<file path="src/rtl/alu_cmd_sequencer.sv">
// Registered command front-end for the combinational ALU: result and flags are visible 2 cycles after acceptance.
// One command in flight; cmd_ready is low until the held result is taken by res_valid && res_ready.
module alu_cmd_sequencer #(
  parameter int               WIDTH    = 8,
  parameter int               SEL_W    = 4,
  parameter logic [WIDTH-1:0] ACC_INIT = '0
) (
  input  logic             clk,
  input  logic             rst_n,
  input  logic             cmd_valid,
  output logic             cmd_ready,
  input  logic [SEL_W-1:0] cmd_op,
  input  logic             cmd_use_acc,
  input  logic [WIDTH-1:0] cmd_a,
  input  logic [WIDTH-1:0] cmd_b,
  input  logic             cmd_wb,
  output logic [WIDTH-1:0] alu_a,
  output logic [WIDTH-1:0] alu_b,
  output logic [SEL_W-1:0] alu_sel,
  input  logic [WIDTH-1:0] alu_out,
  input  logic [4:0]       alu_flags,
  output logic             res_valid,
  input  logic             res_ready,
  output logic [WIDTH-1:0] res_data,
  output logic [4:0]       flags,
  output logic [WIDTH-1:0] acc,
  output logic             busy
);

  typedef enum logic [1:0] {IDLE, EXEC, HOLD} state_t;

  state_t state;
  logic   wb;

  always_ff @(posedge clk) begin
    if (!rst_n) begin
      state     <= IDLE;
      wb        <= 1'b0;
      acc       <= ACC_INIT;
      flags     <= '0;
      res_data  <= '0;
      res_valid <= 1'b0;
      alu_a     <= '0;
      alu_b     <= '0;
      alu_sel   <= '0;
    end else begin
      case (state)
        IDLE: begin
          if (cmd_valid) begin
            // acc already includes the previous command's write-back here
            alu_a   <= cmd_use_acc ? acc : cmd_a;
            alu_b   <= cmd_b;
            alu_sel <= cmd_op;
            wb      <= cmd_wb;
            state   <= EXEC;
          end
        end
        EXEC: begin
          res_data  <= alu_out;
          flags     <= alu_flags;
          if (wb) acc <= alu_out;
          res_valid <= 1'b1;
          state     <= HOLD;
        end
        HOLD: begin
          if (res_ready) begin
            res_valid <= 1'b0;
            state     <= IDLE;
          end
        end
        default: begin
          res_valid <= 1'b0;
          state     <= IDLE;
        end
      endcase
    end
  end

  assign cmd_ready = (state == IDLE);
  assign busy      = (state != IDLE);

endmodule
</file>
<file path="config.mk">
export PLATFORM = sky130hd
export DESIGN_NAME = alu_cmd_sequencer
export DESIGN_NICKNAME = d
export VERILOG_FILES = /design/src/rtl/alu_cmd_sequencer.sv
export SDC_FILE = /design/constraint.sdc
export NUM_CORES = 1
export LEC_CHECK = 0
export CAP_MARGIN = 20
export CELL_PAD_IN_SITES_DETAIL_PLACEMENT = 1
export CELL_PAD_IN_SITES_GLOBAL_PLACEMENT = 2
export CORE_ASPECT_RATIO = 1.25
export CORE_MARGIN = 1
export CORE_UTILIZATION = 20
export CTS_CLUSTER_DIAMETER = 60
export DETAILED_ROUTE_END_ITERATION = 6
export PLACE_DENSITY_LB_ADDON = 0.08
export SLEW_MARGIN = 20
export SYNTH_ARGS = -nofsm -noshare
export SYNTH_HDL_FRONTEND = slang
export SYNTH_SLANG_ARGS = --single-unit
</file>
<file path="constraint.sdc">
create_clock -name clk -period 1.21 [get_ports clk]
set_input_delay 0.3025 -clock clk [delete_from_list [all_inputs] [get_ports clk]]
set_output_delay 0.3025 -clock clk [all_outputs]
set_load 0.005 [all_outputs]
</file>
Yosys cells after proc, flatten, opt, wreduce, memory -nomap -nowiden
Cells that the tools add are included.
W data, S select, Z words.
- output and inout bits: 44
- logic and storage cells: 26
- register bits: 45
- input port bits: 39
- equal/unequal tests: 4
- mux-type cells: 6
- bitwise logic cells: 1
- reductions and logical operators: 6
- operator list (cell ; number):
    $mux W8 ; 1
    $reduce_and A2 Y1 ; 4
    $pmux W2 S3 ; 1
    $mux W2 ; 2
    $ne A2 B2 Y1 const B ; 2
    $pmux W1 S3 ; 1
    $eq A2 B1 Y1 const B ; 1
    $eq A2 B2 Y1 const B ; 1
    $logic_not A2 Y1 ; 1
    $reduce_bool A2 Y1 ; 1
    $mux W1 ; 1
    $not A1 Y1 ; 1

Longest topological paths before layout
- depth in word-level cells: 3
- gate-level depth with buffers: 5
- depth with buffers taken out: 3

Worst setup path after synthesis
OpenSTA, ideal clock, no wires.
- path kind: register -> register
- from: register state[0]
- to: register alu_a[2]
- path buffers: 2
- period minus slack after synthesis: 1155 ps
- required time: 1094 ps
- path slack: 55 ps
- library setup time: 116 ps
- cell stages (with the launch flop): 6
- arrival time: 1039 ps
- cell sequence: dfxtp_1 buf_2 nor3b_4 buf_4 nand2_1 o211a_1
- cells in the longest elaborated chain, start to end: 2
- RTL lines (item ; line ; text):
    start, declared ; 32 ; state_t state;
    start signal, assigned ; 37 ; state <= IDLE;
    start signal, assigned ; 55 ; state <= EXEC;
    start signal, assigned ; 63 ; state <= HOLD;
    $logic_not A2 Y1 ; 47 ; case (state)
    $reduce_and A2 Y1 (no line) ; -- ;
    end signal, assigned ; 51 ; alu_a <= cmd_use_acc ? acc : cmd_a;
    end, declared ; 17 ; output logic [WIDTH-1:0] alu_a,
No other way between the ends.
A chain may end at the register's enable or synchronous reset.

Final worst setup path
- from: register state[1]
- to: output port cmd_ready
- cells in the longest elaborated chain, start to end: 1
- RTL lines (item ; line ; text):
    $logic_not A2 Y1 ; 79 ; assign cmd_ready = (state == IDLE);
    end, declared ; 11 ; output logic cmd_ready,
No other way between the ends.

==> flow_summary.rst <==
.. list-table::
   :header-rows: 1

   * - Metric
     - Value
   * - Post-synth top area cell
     - dfxtp_1
   * - Tmin final
     - 1.31 ns
   * - Clock transition at path regs
     - 0.08 ns
   * - Unrepaired setup endpoints after global routing
     - true
   * - Longest Clk Path Bufs
     - 2
   * - Mapped cell area
     - 0.00176 mm2
   * - Vias per Instance
     - 4.23
   * - Endpoint class of the critical path
     - output port
   * - Chip height
     - 107 um
   * - Proportion of netlist area held by the largest area contributor
     - 0.513
   * - Top layer reached by signal wires
     - met4
   * - Metal1 wirelength
     - 2.53 mm
   * - Worst clock skew
     - 0.00731 ns
   * - Leading cell type by number of instances after synthesis
     - nand2_1
   * - CP max FO
     - 2
   * - Via count of the first global-routing pass
     - 1791
   * - Final weighted congestion of routability-driven global placement
     - 0.657
   * - Area fraction in compound gates after synthesis
     - 0.150
   * - Most frequently used flop master after synthesis
     - dfxtp_1
   * - Yosys warnings
     - 0
   * - Final hold viol count
     - 0
   * - Initial Utilization
     - 0.209
   * - Sum of net half-perimeters after detailed placement
     - 3.71 mm
   * - Net total in the final layout
     - 333
   * - Synthesized netlist cell count
     - 200
   * - Top cells by count, synth
     - nand2_1 (55), dfxtp_1 (45), nand3_1 (29), o21ai_0 (14), a21boi_0 (12)
   * - Startpoint type of the worst setup path
     - flip-flop
   * - Async S/R FF share, synth
     - 0
   * - Main area contributors after synthesis
     - dfxtp_1 (51%), nand2_1 (12%), nand3_1 (8.3%), o211a_1 (5.1%), a21boi_0 (5.1%)
   * - Relative area change from synthesis to final layout
     - 70.9%
   * - Number of clock sinks seen by CTS
     - 45
   * - Violations in the final reports
     - setup timing
   * - Hold WS
     - 0.446 ns
   * - Length of routed met2 wiring
     - 2.74 mm
   * - Total of flip-flops plus latches after synthesis
     - 45
   * - Average size of a mapped cell
     - 8.78 um2
   * - Pre-Repair DR Iteration Count
     - 4
   * - Max-slew violation total from the final report
     - 0
   * - Share of cells above drive strength 1
     - 0.248
   * - Count of fill cells added during filler insertion
     - 957
   * - Tot GR Track Use
     - 0.127
   * - Number of remaining DRC errors
     - 0
   * - Sequential cell area fraction in the yosys report
     - 0.513
   * - Clock tree from TritonCTS
     - yes
   * - Number of antenna violations at the first check in global routing
     - 0
   * - Category of the critical setup timing path
     - flip-flop to output port
   * - Skew-Pair Late Insertion Delay
     - 0.29 ns
   * - Vias after detailed routing
     - 1737
   * - Total cell area at the placement stage
     - 0.00278 mm2
   * - Horizontal die dimension
     - 85.8 um
   * - Count of inserted antenna diode cells
     - 0
   * - # Max-Cap Violations
     - 0
   * - Row count
     - 37
   * - Fin area
     - 0.00300 mm2
   * - DRC marker count from the first detailed-route iteration
     - 74
   * - Hold crit path type
     - flip-flop to flip-flop
   * - Routed length on met3
     - 281 um
   * - Worst path required time
     - 0.91 ns
   * - PD cells
     - 1070 mW/mm2
   * - Total power consumption of the routed design
     - 3.20 mW
   * - Post-synthesis net count
     - 239
   * - Xor-xnor portion of the synthesized cell area
     - 0
   * - Worst path arrival time
     - 1.00 ns
   * - Outcome
     - finished, violations left
   * - Largest family of logic cells by synthesized area
     - simple AND/OR/NAND/NOR gates
   * - Port-buffer cells
     - 82
   * - Simple-Gate Fraction of Synth Area
     - 0.241
   * - Leakage power total
     - 1.31 nW
   * - Root buffer cell
     - clkbuf_8
   * - Multiplexer fraction of the synthesized cell area
     - 0.0456
   * - Number of setup violations in the final report
     - 17
   * - Average detailed-routed wire length per instance
     - 13.6 um
   * - Slew at the pin with the worst max-slew slack
     - 0.289 ns
   * - Adder-Cell Fraction of Synth Area
     - 0
   * - Placeable core area
     - 0.00838 mm2
   * - PnR worst setup slack
     - -0.0951 ns
   * - Number of enable-type register cells in the synthesized netlist
     - 0
   * - IO Pins
     - 83
   * - Highest achievable clock rate
     - 0.766 GHz
   * - Floorplan die area
     - 0.00916 mm2
   * - Placement-stage worst setup slack
     - -0.311 ns
   * - Slew headroom
     - 0.807
   * - Post-route fraction of the period consumed by the critical path
     - 1.08
   * - VDD IR-drop max
     - 0.389 mV
   * - H-Tree Depth
     - 2
   * - Grt ovf
     - 0
   * - Clock buffer count from CTS
     - 5
   * - Maximum number of pins on one net before global-route repair
     - 67
   * - First-pass GRT wire length
     - 9.03 mm
   * - Number of distinct library cell variants in the gate-level netlist after synthesis
     - 24
   * - Sum of routed wire length over all layers
     - 5.60 mm
   * - Count of nets left with antenna violations after detail routing
     - 0
==> flip-flops by register name (all words and copies together) (netlist names) <==
| register | count |
|---|---|
| acc | 8 |
| alu_a | 8 |
| alu_b | 8 |
| res_data | 8 |
| flags | 5 |
| alu_sel | 4 |
| state | 2 |
| res_valid | 1 |
| wb | 1 |
==> what timing repair did <==
action	in CTS	in global routing
gates resized for setup	87	67
gates cloned	2	1
setup buffers	5	1
endpoints found under the setup margin	54	71
hold buffers	0	0
pin swaps	1	2
==> report_power, final <==
part	internal [mW]	switching, mW	total (mW)	leakage (nW)
registers	1.58	0.0449	1.62	0.383
logic	0.371	0.245	0.616	0.884
clock network	0.455	0.508	0.963	0.0443
total	2.40	0.798	3.20	1.31
==> stage by stage <==
step                utilization  setup TNS (ns)  instances
floorplan                     -               0        200
detailed placement        0.332           -6.35        396
finish                    0.358          -0.758        411
global placement          0.332           -5.80        396
CTS                       0.351          -0.543        410
global route              0.358           -2.47        411
==> placed cells by master (no fill, tap or decap), drive strengths merged, types with 8 or more instances in the layout <==
cell type,Yosys,routed
a21boi,13,13
buf,11,23
clkbuf,5,11
clkdlybuf4s15,0,31
clkdlybuf4s50,0,37
dfxtp,45,45
dlygate4sd2,0,8
mux2i,8,8
nand2,55,55
nand3,29,29
o211a,9,9
o21ai,14,14
==> logic make-up after synthesis <==
group / count (synthesis)
AOI/OAI and AO/OA: 37
muxes: 8
buffers and inverters: 17
and+or+nand+nor: 93
DFF: 45
==> layer usage <==
layer,up-vias,global-route usage
li1,860,-
met1,824,0.154
met2,48,0.217
met3,5,0.0331
met4,0,0.0393
met5,-,0
==> path summary, 6_finish.rpt <==
path	startpoint	end	slack, ns	depth (start not counted)
max	state[1]	cmd_ready	-0.1	3
min	alu_b[6]	alu_b[6]	0.45	2
max reg2reg	state[1]	alu_a[6]	-0.07	6
min reg2reg	alu_b[6]	alu_b[6]	0.45	2
==> critical path, cell delays in order (launching register included) <==
cell and delay (ns):
dfxtp_2 0.32, or2_4 0.25, inv_2 0.06, buf_6 0.08
==> area by class of cell <==
cell class | instances | area, um2 | share of cell area
clock buffer | 7 | 86.3 | 0.0288
multi-input combinational | 138 | 771 | 0.257
timing repair buffer | 103 | 1050 | 0.349
sequential | 45 | 945 | 0.315
tap | 117 | 146 | 0.0488
inverter | 1 | 3.75 | 0.00125
No activity file was read; power rests on OpenSTA's default activity.
